$ cat config.mk
export PLATFORM = sky130hd
export DESIGN_NAME = awgn_cmplx_adder
export DESIGN_NICKNAME = d
export VERILOG_FILES = /design/src/rtl/awgn_cmplx_adder.sv
export SDC_FILE = /design/constraint.sdc
export NUM_CORES = 2
export LEC_CHECK = 0
export ABC_AREA = 1
export BUFFER_PORTS_ARGS = -buffer_cell sky130_fd_sc_hd__buf_2
export CORE_MARGIN = 2
export CORE_UTILIZATION = 50
export DETAILED_ROUTE_END_ITERATION = 6
export PLACE_DENSITY = 0.71
export RECOVER_POWER = 50
export SETUP_SLACK_MARGIN = 0.4
export SLEW_MARGIN = 20
export SYNTH_ARGS = -nofsm -noshare
export SYNTH_HDL_FRONTEND = slang
export SYNTH_SLANG_ARGS = --single-unit
export TNS_END_PERCENT = 5
$ cat constraint.sdc
create_clock -name clk -period 6.4 [get_ports clk]
set_clock_uncertainty 0.15 [all_clocks]
set_input_delay 0.64 -clock clk [delete_from_list [all_inputs] [get_ports clk]]
set_output_delay 0.64 -clock clk [all_outputs]
set_load 0.01 [all_outputs]
$ cat src/rtl/awgn_cmplx_adder.sv
// Complex AWGN injection: paces the noise generator, buffers its samples,
// scales them by a programmable gain and adds them to the I/Q signal with saturation.
`timescale 1ns/1ps
module awgn_cmplx_adder #(
    parameter int          FIFO_DEPTH = 4,
    parameter logic [15:0] GAIN_INIT  = 16'd8192
) (
    input  logic               clk,
    input  logic               rst,
    output logic               noise_ce,
    input  logic               noise_valid,
    input  logic signed [15:0] noise_re,
    input  logic signed [15:0] noise_im,
    input  logic               sig_valid,
    input  logic signed [15:0] sig_re,
    input  logic signed [15:0] sig_im,
    input  logic [15:0]        gain_in,
    input  logic               gain_load,
    input  logic               noise_en,
    input  logic               cnt_clr,
    output logic               out_valid,
    output logic signed [15:0] out_re,
    output logic signed [15:0] out_im,
    output logic [15:0]        sat_cnt,
    output logic [15:0]        udr_cnt,
    output logic               ovf
);

    localparam int DATA_W = 16;
    localparam int COEF_W = 16;
    localparam int AW     = (FIFO_DEPTH > 1) ? $clog2(FIFO_DEPTH) : 1;
    localparam int CW     = $clog2(FIFO_DEPTH) + 1;
    localparam logic [CW-1:0] DEPTH_C = CW'(FIFO_DEPTH);

    // (p + 2^14) >>> 15, round half up; result always fits 17 bits
    function automatic logic signed [DATA_W:0] round_scale(input logic signed [31:0] p);
        logic signed [31:0] t;
        t = p + 32'sd16384;
        return 17'(t >>> 15);
    endfunction

    function automatic logic signed [DATA_W-1:0] sat_s16(input logic signed [DATA_W+1:0] s);
        if (s > 18'sd32767)
            return 16'sh7FFF;
        else if (s < -18'sd32768)
            return 16'sh8000;
        else
            return s[DATA_W-1:0];
    endfunction

    function automatic logic clips(input logic signed [DATA_W+1:0] s);
        return (s > 18'sd32767) || (s < -18'sd32768);
    endfunction

    logic signed [DATA_W-1:0] fifo_re [FIFO_DEPTH];
    logic signed [DATA_W-1:0] fifo_im [FIFO_DEPTH];
    logic [AW-1:0]            wr_ptr, rd_ptr;
    logic [CW-1:0]            count;
    logic [CW-1:0]            reserved, reserved_next;
    logic                     fifo_empty, fifo_full, push_do, pop_do, underrun;
    logic [COEF_W-1:0]        gain;

    always_comb begin
        fifo_empty = (count == '0);
        fifo_full  = (count == DEPTH_C);
        push_do    = noise_valid && !fifo_full;
        pop_do     = sig_valid && !fifo_empty;
        underrun   = sig_valid && fifo_empty;
    end

    always_ff @(posedge clk) begin
        if (rst) begin
            wr_ptr <= '0;
            rd_ptr <= '0;
            count  <= '0;
        end else begin
            if (push_do)
                wr_ptr <= wr_ptr + 1'b1;
            if (pop_do)
                rd_ptr <= rd_ptr + 1'b1;
            if (push_do && !pop_do)
                count <= count + 1'b1;
            else if (pop_do && !push_do)
                count <= count - 1'b1;
        end
    end

    always_ff @(posedge clk) begin
        if (push_do) begin
            fifo_re[wr_ptr] <= noise_re;
            fifo_im[wr_ptr] <= noise_im;
        end
    end

    // reserved tracks buffered plus requested-but-not-yet-delivered samples
    always_comb begin
        reserved_next = reserved;
        if (noise_ce && !pop_do)
            reserved_next = reserved + 1'b1;
        else if (!noise_ce && pop_do && reserved != '0)
            reserved_next = reserved - 1'b1;
    end

    always_ff @(posedge clk) begin
        if (rst) begin
            reserved <= '0;
            noise_ce <= 1'b0;
            ovf      <= 1'b0;
            gain     <= GAIN_INIT;
        end else begin
            reserved <= reserved_next;
            noise_ce <= (reserved_next < DEPTH_C);
            if (noise_valid && fifo_full)
                ovf <= 1'b1;
            if (gain_load)
                gain <= gain_in;
        end
    end

    // ---- S1: capture signal, popped noise and the gain in force at sig_valid
    logic                     vld_p1;
    logic signed [DATA_W-1:0] sig_re_p1, sig_im_p1, nz_re_p1, nz_im_p1;
    logic signed [DATA_W-1:0] nz_re_sel, nz_im_sel;
    logic [COEF_W-1:0]        gain_p1;

    always_comb begin
        nz_re_sel = '0;
        nz_im_sel = '0;
        if (pop_do && noise_en) begin
            nz_re_sel = fifo_re[rd_ptr];
            nz_im_sel = fifo_im[rd_ptr];
        end
    end

    always_ff @(posedge clk) begin
        if (rst)
            vld_p1 <= 1'b0;
        else
            vld_p1 <= sig_valid;
    end

    always_ff @(posedge clk) begin
        sig_re_p1 <= sig_re;
        sig_im_p1 <= sig_im;
        nz_re_p1  <= nz_re_sel;
        nz_im_p1  <= nz_im_sel;
        gain_p1   <= gain;
    end

    // ---- S2: noise x gain, rounded back to the s<16,11> grid
    logic                     vld_p2;
    logic signed [DATA_W-1:0] sig_re_p2, sig_im_p2;
    logic signed [DATA_W:0]   sc_re_p2, sc_im_p2;
    logic signed [31:0]       prod_re, prod_im;

    always_comb begin
        prod_re = 32'(nz_re_p1) * 32'($signed({1'b0, gain_p1}));
        prod_im = 32'(nz_im_p1) * 32'($signed({1'b0, gain_p1}));
    end

    always_ff @(posedge clk) begin
        if (rst)
            vld_p2 <= 1'b0;
        else
            vld_p2 <= vld_p1;
    end

    always_ff @(posedge clk) begin
        sig_re_p2 <= sig_re_p1;
        sig_im_p2 <= sig_im_p1;
        sc_re_p2  <= round_scale(prod_re);
        sc_im_p2  <= round_scale(prod_im);
    end

    // ---- S3: add, saturate, count clipped samples
    logic signed [DATA_W+1:0] sum_re, sum_im;
    logic                     clip_any;

    always_comb begin
        sum_re   = 18'(sig_re_p2) + 18'(sc_re_p2);
        sum_im   = 18'(sig_im_p2) + 18'(sc_im_p2);
        clip_any = clips(sum_re) || clips(sum_im);
    end

    always_ff @(posedge clk) begin
        if (rst) begin
            out_valid <= 1'b0;
            out_re    <= '0;
            out_im    <= '0;
            sat_cnt   <= '0;
            udr_cnt   <= '0;
        end else begin
            out_valid <= vld_p2;
            if (vld_p2) begin
                out_re <= sat_s16(sum_re);
                out_im <= sat_s16(sum_im);
            end
            if (cnt_clr)
                sat_cnt <= '0;
            else if (vld_p2 && clip_any && sat_cnt != 16'hFFFF)
                sat_cnt <= sat_cnt + 1'b1;
            if (cnt_clr)
                udr_cnt <= '0;
            else if (underrun && udr_cnt != 16'hFFFF)
                udr_cnt <= udr_cnt + 1'b1;
        end
    end

endmodule
==> impl_metrics.ini <==
[status]
status = complete, but fails checks
violations = capacitance limit, slew limit

[finish]
area_delta_synth_final_pct = 11.10
final_nets = 4590
fin_area_um2 = 34710
final_cell_mix = inv_1 (802), nand2_1 (801), fa_1 (391), nor2_1 (285), ha_1 (268)
drive_above_1_share = 0.06990
final_common_cell = inv_1

[worst_setup_path]
cp_data_arrival_time_ns = 6.19
cp_max_fo = 14
endpoint_kind = flop
crit_chain = nand2_1 -> fa_1 -> inv_1 -> fa_1 -> fa_1 -> fa_1 -> fa_1 -> inv_1 -> fa_1 -> inv_1 -> ha_1 -> a21oi_1 -> o21ai_0 -> a21oi_1 -> nand3_1 -> a21oi_1 -> o21bai_1 -> xor2_1
path_class = reg -> reg
required_ns = 6.72
slowest_stage = dfxtp_1
cp_num_buf_inv = 3
ff2ff_setup_slack_ns = 0.53
max_stage_delay_ns = 0.75
reg2reg_to = sc_im_p2[14]$_DFF_P_
start_kind = flop
r2r_cells = 18
r2r_start = nz_im_p1[11]$_SDFF_PN0_
crit_family = adder cells
crit_path_frequent_cell = fa_1

[sta]
min_period_over_period = 0.9165
setup_violations = 0
drv_slew = 41
hold_viol_final = 0
tightest_slew_ns = 1.926
max_freq_ghz = 0.1705
setup_tns_ns = 0
rsz0062_at_grt = true
fin_crit_ns = 5.866
slew_headroom = -0.2841

[power]
switching_share = 0.4055
pwr-share-comb = 0.422
intPower_w = 0.005597
seq_power_share = 0.320
p_sw_w = 0.003817
p_per_area_nw_per_um2 = 271.2
peakVddDrop_mv = 0.2346
clock_power_share = 0.258
p_leak_nw = 18.23
fin_total_pwr_w = 0.009415

[synthesis]
ys_async_sr_fraction = 0
synth_edf_count = 128
yosysWarningCount = 0
ys_seq_area_frac = 0.2774
ys_seq_elements = 369
syn_inst = 3702
ys_types = 42
syn-cell-area_um2 = 31240
syn-mean-instance-area_um2 = 8.440
ys.flop_type = dfxtp_1
syn_nets = 4448

[clock_tree]
clock_latency_ns = 0.59
clock-sinks = 369
cts_buffer_depth = 3
cts_max_level = 2
cts_tree = yes
numCtsBuffers = 41
cts_root_buf = clkbuf_16
clk_pin_slew_ns = 0.06

[min_path]
holdPathStages = 1
hp-start = sig_re[12]
hold_path.class = in -> reg
worst_hold_path.endpoint = sig_re_p1[12]$_DFF_P_

[place]
place.port_buffers = 153
place.gp.congestion = 0.8760
place_area_um2 = 33090
place_hpwl_mm = 56.57

[global_routing]
grt_remaining_overflow = 0
grt_pass1_wl_mm = 120.7
grt_pass1_vias = 24010
grt_max_degree = 66
antenna_found_initial = 6
track_usage = 0.2363

[route]
ant_nets = 0
drtPass1Iterations = 5
drt_iter0_markers = 1845
vias = 23810
drc = 0
routedWlPerCell_um = 15.68
wl_mm = 73.91
viasPerCell = 5.050

[flow_run]
max-cap-violations = 1

[floorplan]
die-area_um2 = 64510
num_rows = 91
start_util = 0.5063
core_area_um2 = 61710
die_h_um = 254.0
ioPinCount = 154
die_w_um = 254.0
## layout make-up
| cell class | count | area, µm² |
|---|---|---|
| well taps | 837 | 1047 |
| clock buffers | 51 | 1104 |
| diodes | 1 | 2.502 |
| multi-input cells | 2375 | 18990 |
| repair buffers | 252 | 1548 |
| inverters | 805 | 3022 |
| clock inverters | 25 | 296.5 |
| fillers | 5582 | 27000 |
| flip-flops and latches | 369 | 8705 |
## registers in the layout (all words and copies together) (netlist names), 2 cells and up
signal,flops
fifo_im,64
sig_re_p2,16
sig_im_p1,16
sc_re_p2,17
sig_re_p1,16
gain_p1,16
rd_ptr,2
count,3
udr_cnt,16
wr_ptr,2
nz_re_p1,16
gain,16
sc_im_p2,17
sig_im_p2,16
fifo_re,64
nz_im_p1,16
out_im,16
reserved,3
sat_cnt,16
out_re,16
## cell families after synthesis
logic type	after synthesis	share of synthesized area
xor gates and xnor gates	87	0.02439
adders and majority gates	659	0.3578
DFF	369	0.2774
AOI/OAI and AO/OA	399	0.06792
and+or+nand+nor	1230	0.1566
buffers and inverters	958	0.1158
## metrics by stage
step / util / hold WS (ns) / setup WS [ns] / instances
after global routing: 0.5625 / 0.003619 / 0.3009 / 4715
after floorplan: - / 0.1596 / 0.7896 / 3702
after CTS: 0.5631 / 0.00001743 / 0.4104 / 4713
final: 0.5625 / 0.01870 / 0.5343 / 4715
after global placement: 0.5363 / 0.1610 / 0.4536 / 4612
after detailed placement: 0.5363 / 0.1621 / 0.4189 / 4612
## routing by layer
layer	GRT usage	wire (µm)	vias up
met1	0.3107	31310	11340
met3	0.04415	5533	163
met4	0.09210	2628	4
met5	0	26	-
met2	0.3868	34420	815
li1	-	-	11490
## cell usage after synthesis (5+ instances only)
master | n | area share
inv_1 | 802 | 0.096
nand2_1 | 801 | 0.096
fa_1 | 391 | 0.25
nor2_1 | 289 | 0.035
ha_1 | 268 | 0.11
dfxtp_1 | 241 | 0.15
a21oi_1 | 189 | 0.030
o21ai_0 | 159 | 0.025
clkbuf_1 | 137 | 0.016
edfxtp_1 | 128 | 0.12
nand3_1 | 74 | 0.012
xor2_1 | 53 | 0.015
xnor2_1 | 34 | 0.0095
nor3_1 | 21 | 0.0034
a31oi_1 | 14 | 0.0028
nand2_2 | 12 | 0.0024
nand4_1 | 9 | 0.0018
o21bai_1 | 9 | 0.0022
buf_1 | 7 | 0.00084
buf_2 | 7 | 0.0011
o21a_1 | 6 | 0.0014
a21o_1 | 5 | 0.0012
nand3_2 | 5 | 0.0016
nor4_1 | 5 | 0.0010
## power by group through the flow
| stage | Sequential (W) | Clock [W] | Combinational (W) |
|---|---|---|---|
| 2_1_floorplan | 0.00286 | 0 | 0.00298 |
| 3_3_place_gp | 0.00304 | 0 | 0.00385 |
| 3_5_place_dp | 0.00305 | 0 | 0.00394 |
| 4_1_cts | 0.00300 | 0.00248 | 0.00399 |
| 5_1_grt | 0.00304 | 0.00257 | 0.00457 |
| 6_report | 0.00302 | 0.00243 | 0.00397 |
## how the worst max path moves through the flow
| stage | endpoint | cells after the start | startpoint |
|---|---|---|---|
| 2_1_floorplan | sc_im_p2[12]$_DFF_P_ | 22 | nz_im_p1[2]$_SDFF_PN0_ |
| 5_1_grt | sc_re_p2[13]$_DFF_P_ | 19 | nz_re_p1[7]$_SDFF_PN0_ |
| 4_1_cts | sc_re_p2[13]$_DFF_P_ | 22 | gain_p1[11]$_DFF_P_ |
| 3_5_place_dp | sc_re_p2[13]$_DFF_P_ | 21 | gain_p1[4]$_DFF_P_ |
| 6_report | sc_im_p2[14]$_DFF_P_ | 18 | nz_im_p1[11]$_SDFF_PN0_ |
| 3_3_place_gp | sc_im_p2[14]$_DFF_P_ | 19 | gain_p1[9]$_DFF_P_ |
## what timing repair did
item / 4_1_cts / 5_1_grt
gates resized for setup: 2 / 31
hold buffers: 25 / 1
buffers inserted: 0 / 0
hold endpoints to repair: 25 / 1
setup endpoints to repair: 1 / 27
(Power assumes the default switching activity.)
